===== src/rtl/serial_adder.sv =====
// Bit-serial add/subtract: one full-adder cell plus a carry flop, LSB first.
// Optional SERIAL_ADDER_ACC_EN adds an acc input that feeds the sum back as A.
module serial_adder #(
  parameter int WIDTH = 8
) (
  input  logic             clk,
  input  logic             rst_n,
  input  logic             start,
  input  logic [WIDTH-1:0] a,
  input  logic [WIDTH-1:0] b,
  input  logic             cin,
  input  logic             sub,
`ifdef SERIAL_ADDER_ACC_EN
  input  logic             acc,
`endif
  output logic             busy,
  output logic             done,
  output logic [WIDTH-1:0] sum,
  output logic             cout,
  output logic             overflow
);

  localparam int CW = (WIDTH > 1) ? $clog2(WIDTH) : 1;

  typedef enum logic [1:0] {
    IDLE = 2'd0,
    RUN  = 2'd1,
    DONE = 2'd2
  } state_e;

  state_e           state_q, state_d;
  logic [WIDTH-1:0] a_q, b_q, res_q;
  logic [WIDTH-1:0] sum_q;
  logic [CW-1:0]    cnt_q;
  logic             carry_q;
  logic             cout_q, ovf_q;

  logic             accept;
  logic             last;
  logic             s_bit, c_bit;
  logic [WIDTH-1:0] res_sh;
  logic [WIDTH-1:0] a_src;

  assign accept = start && (state_q != RUN);
  assign last   = (cnt_q == CW'(WIDTH - 1));

`ifdef SERIAL_ADDER_ACC_EN
  assign a_src = acc ? sum_q : a;
`else
  assign a_src = a;
`endif

  // The single full-adder cell
  assign s_bit = a_q[0] ^ b_q[0] ^ carry_q;
  assign c_bit = (a_q[0] & b_q[0]) |
                 (a_q[0] & carry_q) |
                 (b_q[0] & carry_q);

  always_comb begin
    res_sh           = res_q >> 1;
    res_sh[WIDTH-1]  = s_bit;
  end

  always_ff @(posedge clk or negedge rst_n) begin
    if (!rst_n) begin
      state_q <= IDLE;
    end else begin
      state_q <= state_d;
    end
  end

  always_comb begin
    state_d = state_q;
    unique case (state_q)
      IDLE: if (start) state_d = RUN;
      RUN:  if (last)  state_d = DONE;
      DONE: state_d = start ? RUN : IDLE;
      default: state_d = IDLE;
    endcase
  end

  always_comb begin
    busy = (state_q == RUN);
    done = (state_q == DONE);
  end

  always_ff @(posedge clk or negedge rst_n) begin
    if (!rst_n) begin
      a_q     <= '0;
      b_q     <= '0;
      res_q   <= '0;
      cnt_q   <= '0;
      carry_q <= 1'b0;
    end else if (accept) begin
      a_q     <= a_src;
      b_q     <= sub ? ~b : b;
      res_q   <= '0;
      cnt_q   <= '0;
      carry_q <= sub ? 1'b1 : cin;
    end else if (state_q == RUN) begin
      a_q     <= a_q >> 1;
      b_q     <= b_q >> 1;
      res_q   <= res_sh;
      cnt_q   <= cnt_q + CW'(1);
      carry_q <= c_bit;
    end
  end

  // Results only move on the final RUN edge; held otherwise
  always_ff @(posedge clk or negedge rst_n) begin
    if (!rst_n) begin
      sum_q  <= '0;
      cout_q <= 1'b0;
      ovf_q  <= 1'b0;
    end else if (state_q == RUN && last) begin
      sum_q  <= res_sh;
      cout_q <= c_bit;
      ovf_q  <= carry_q ^ c_bit;
    end
  end

  assign sum      = sum_q;
  assign cout     = cout_q;
  assign overflow = ovf_q;

endmodule


===== config.mk =====
export PLATFORM = sky130hd
export DESIGN_NAME = serial_adder
export DESIGN_NICKNAME = d
export VERILOG_FILES = /design/src/rtl/serial_adder.sv
export SDC_FILE = /design/constraint.sdc
export NUM_CORES = 1
export LEC_CHECK = 0
export BUFFER_PORTS_ARGS = -buffer_cell sky130_fd_sc_hd__buf_2
export CORE_MARGIN = 4
export CORE_UTILIZATION = 30
export DETAILED_ROUTE_END_ITERATION = 6
export HOLD_SLACK_MARGIN = 0.06
export MAX_ROUTING_LAYER = met4
export PLACE_DENSITY_LB_ADDON = 0.1
export SETUP_SLACK_MARGIN = 0.5
export SYNTH_ARGS = -nofsm -noshare
export SYNTH_HDL_FRONTEND = slang
export SYNTH_SLANG_ARGS = --single-unit

===== constraint.sdc =====
create_clock -name clk -period 2.5 [get_ports clk]
set_input_delay 0.5 -clock clk [delete_from_list [all_inputs] [get_ports clk]]
set_output_delay 0.5 -clock clk [all_outputs]
set_load 0.03 [all_outputs]

=== After elaboration in Yosys (flattened, before gate mapping) ===
Cells that the tools add are included.

* Register bits after elaboration: 40
* Output and inout port bits: 12
* Word-level logic and storage cells: 46

* $add $sub $neg: 1
* Eq/ne operators: 6
* Muxes and demuxes: 16
* Bitwise logic cells: 9
* Reductions and logical operators: 5

{| class="wikitable"
|+ Operators with widths
! kind !! count
|-
| $mux W8 || 7
|-
| $not A8 Y8 || 1
|-
| $mux W3 || 2
|-
| $pmux W2 S3 || 1
|-
| $mux W1 || 4
|-
| $mux W2 || 2
|-
| $ne A2 B1 Y1 const B || 2
|-
| $add A3 B1 Y3 const B || 1
|-
| $and A1 B1 Y1 || 3
|-
| $eq A3 B3 Y1 const B || 1
|-
| $xor A1 B1 Y1 || 3
|-
| $eq A2 B1 Y1 const B || 1
|-
| $eq A2 B2 Y1 const B || 1
|-
| $logic_and A1 B1 Y1 || 2
|-
| $logic_not A2 Y1 || 1
|-
| $ne A2 B2 Y1 const B || 1
|-
| $or A1 B1 Y1 || 2
|-
| $reduce_and A2 Y1 || 1
|-
| $reduce_bool A2 Y1 || 1
|}

=== Longest topological paths before layout ===
* Depth after elaboration: 5
* Depth in mapped cells: 6
* Gate-level depth less buffers: 5

=== Least setup slack after synthesis ===
No wires, ideal clock.

* Kind: reg2reg
* Start point: reg cnt_q[0]
* End point: reg cout_q, in the netlist cout
* Library setup time: 0.125 ns
* Arrival time: 1.311 ns
* Data required time: 2.375 ns
* Slack: 1.064 ns
* Stages on the path, launching flop included: 6
* Path buffers: 1
* Clock period less this slack: 1.436 ns
* Cells stage by stage: dfrtp_1 -> ha_1 -> ha_1 -> nand3b_2 -> buf_6 -> mux2_4

* Longest elaborated chain between the ends: 2

{| class="wikitable"
|+ RTL lines
! item !! RTL line !! RTL
|-
| start: declaration || 34 || <nowiki>logic [CW-1:0] cnt_q;</nowiki>
|-
| start signal: assignment || 104 || <nowiki>cnt_q <= cnt_q + CW'(1);</nowiki>
|-
| $eq A3 B3 Y1 || 45 || <nowiki>assign last = (cnt_q == CW'(WIDTH - 1));</nowiki>
|-
| $logic_and A1 B1 Y1 || 115 || <nowiki>end else if (state_q == RUN && last) begin</nowiki>
|-
| end signal: assignment || 117 || <nowiki>cout_q <= c_bit;</nowiki>
|-
| end: declaration || 36 || <nowiki>logic cout_q, ovf_q;</nowiki>
|}

No other way between the ends.
A chain may end at the register's enable or synchronous reset.

=== Worst setup path in the final report ===
* Start point: reg state_q[1]
* End point: out busy

* Longest elaborated chain between the ends: 1

{| class="wikitable"
|+ RTL lines
! item !! RTL line !! RTL
|-
| start: declaration || 31 || <nowiki>state_e state_q, state_d;</nowiki>
|-
| start signal: assignment || 68 || <nowiki>state_q <= state_d;</nowiki>
|-
| $eq A2 B1 Y1 || 83 || <nowiki>busy = (state_q == RUN);</nowiki>
|-
| end: declaration || 16 || <nowiki>output logic busy,</nowiki>
|}

No other way between the ends.

==> run summary <==
main combinational cell family by area after synthesis: multiplexers
reg2reg start: cnt_q[0]
CTS Sinks: 39
worst reg2reg endpoint: sum[0]
Max Slew Vio Count: 0
status: complete, no violations
die width: 85.39 um
# rows: 27
drt drc: 0
I/O pin cnt: 33
dpl hpwl: 2.333 mm
Post-synth EDFFs: 0
Overflow after GRT: 0
vias in the first global route: 1249
Slew HR: 0.4199
root buf cell: clkbuf_8
R2R Setup Slk: 890 ps
Synth Area in XOR/XNOR: 0.04387
vias: 1190
CTS buffer count: 5
wire per inst: 12.63 um
Core Util, Final: 0.3688
Most used DFF post-synth: dfrtp_1
Final setup viols: 0
full die area: 0.007291 sq mm
CP Max Fanout: 21
diode count: 0
share of layout cells above drive strength 1: 0.2842
DR pass1 iterations: 4
Hold Fails Final Rpt: 0
period utilization: 0.7397
Post-Route Setup TNS: 0 ps
GPL Wtd Cong: 0.6885
Post-Syn Area per Cell: 11.37 sq um
H-tree depth: 2
hold crit path type: in -> async
Port Buf Inserts: 32
Ys Warns: 0
compound-cell area share of the yosys netlist: 0.08148
Die Y: 85.39 um
Syn Nets: 182
CP Launch Type: flop
CP Class: reg -> out
Period minus WS final: 1849 ps
Clock Skew: 6.049 ps
initial drt markers: 43
Peak Freq: 540.8 MHz
post-synthesis mux area share: 0.1602
Synth async-reset ratio: 1.000
Worst VDD drop: 390.4 uV
CP arrival: 1350 ps
Via-to-Cell Ratio: 4.542
sequential share of the synthesized area: 0.5432
measured slew at the worst slew-check pin: 870.1 ps
synth-to-layout area growth: 15.81%
Post-Synth Simple-Gate Area: 0.09401
clk slew on worst S/H paths: 80 ps
count of cell types in the netlist: 24
crit path to: busy
Routed Antenna Nets: 0
Mapped Cells: 158
largest net degree at the start of global routing: 40
WL final: 3.310 mm
initial antenna violation count: 0
Post-Syn Area: 0.001797 sq mm
Starting Density: 0.3185
worst skew pair latency: 280 ps
adder-cell share of the synthesized area: 0.02507
synthesized flop and latch total: 39
CP Launch Point: state_q[1]
# Max-Cap Violations: 0
PwrDens: 1164 mW/mm^2
fin nets: 213
total track usage: 0.1057
RSZ-0062 raised after global routing: no
# hold bufs at CTS: 0
CTS max path bufs: 2
CTS tree: built
Req. time, crit path: 2000 ps
Core ar.: 0.005642 sq mm
leakage: 1.041 nW
first-pass GRT wire length: 5.954 mm
Filler Cell Count: 583
worst reg2reg path depth: 4
CP Capture Type: output port
## layout make-up
type	count	area [sq um]	area share
flip-flops and latches	39	975.9	0.4690
multi-input cells	106	726.9	0.3494
repair buffers	34	175.2	0.08419
clock buffers	8	100.1	0.04811
well taps	72	90.09	0.04330
inverters	3	12.51	0.006013
## how the worst min path moves through the flow
stage            from        to  slack [ps]
2_1_floorplan   rst_n    a_q[0]         200
3_3_place_gp   b_q[1]    b_q[0]         460
3_5_place_dp   b_q[7]    b_q[6]         460
4_1_cts         rst_n    sum[3]         360
5_1_grt         rst_n    sum[3]         410
6_report        rst_n  res_q[3]         330
## kinds of logic (layout without fill, tap and decap cells)
logic type,after synthesis,count (layout)
simple gates,40,40
flops,39,39
compound gates,29,29
mux,25,25
buf+inv,13,45
xor+xnor,9,9
fa+ha+maj,3,3
## cells in the final DEF (no fill, tap or decap), drive strengths merged
master,netlist,final
o21ai,27,27
nand2,35,35
inv,3,2
xnor2,2,2
fa,1,1
buf,9,34
mux2i,16,16
dfrtp,39,39
xor2,7,7
ha,2,2
nor2,1,1
nor3,1,1
o22ai,1,1
clkinv,0,1
nand3b,1,1
and2b,1,1
nand2b,1,1
clkbuf,1,8
mux2,9,9
a21oi,1,1
## per-layer routing
| layer | GRT usage | wire, um | share of wire | vias up |
|---|---|---|---|---|
| met2 | 0.1674 | 1654 | 0.50 | 26 |
| met1 | 0.1315 | 1481 | 0.45 | 578 |
| met3 | 0.03592 | 156 | 0.047 | 2 |
| met4 | 0.02158 | 18 | 0.0054 | 0 |
| met5 | - | 0 | 0 | - |
| li1 | - | - | - | 584 |
## timing repair
| item | in CTS | in global routing |
|---|---|---|
| setup buffers | 0 | 0 |
| resized for setup | 0 | 1 |
| endpoints found under the setup margin | 0 | 1 |
## metrics by stage
stage                     power, mW  setup WS, ps  hold WS [ps]  cells  area [sq um]
after global routing          2.646         540.1         405.1    262          2081
after detailed placement      2.003         869.8         464.0    254          1979
final                         2.423         650.8         327.4    262          2081
after global placement        1.973         900.3         458.5    254          1979
after floorplan               1.787          1064         204.4    158          1797
after CTS                     2.472         558.1         364.2    262          2079
## registers in the layout (all words and copies together) (netlist names)
name / count
state_q: 2
a_q: 8
res_q: 7
cout: 1
sum: 8
overflow: 1
b_q: 8
cnt_q: 3
carry_q: 1
## critical path, stage by stage (launching register included)
cell,delay [ps]
dfrtp_1,380
nand2b_2,240
clkinv_2,210
buf_2,240
## synthesized netlist by cell type, types with 2 or more instances
library cell  number  area share
buf_2              2      0.0056
buf_4              3       0.013
buf_6              4       0.025
dfrtp_1           39        0.54
ha_1               2       0.014
inv_1              2      0.0042
mux2_2             2       0.013
mux2_4             7       0.058
mux2i_1           16       0.089
nand2_1           35       0.073
o21ai_0           25       0.070
o21ai_1            2      0.0056
xnor2_1            2      0.0098
xor2_1             7       0.034
## power by group
group          total [mW]  internal, mW  switching [mW]
combinational       0.902         0.362           0.539
clock               0.459         0.252           0.208
sequential           1.06         0.902           0.160
total                2.42          1.52           0.906
(Power assumes the default switching activity.)
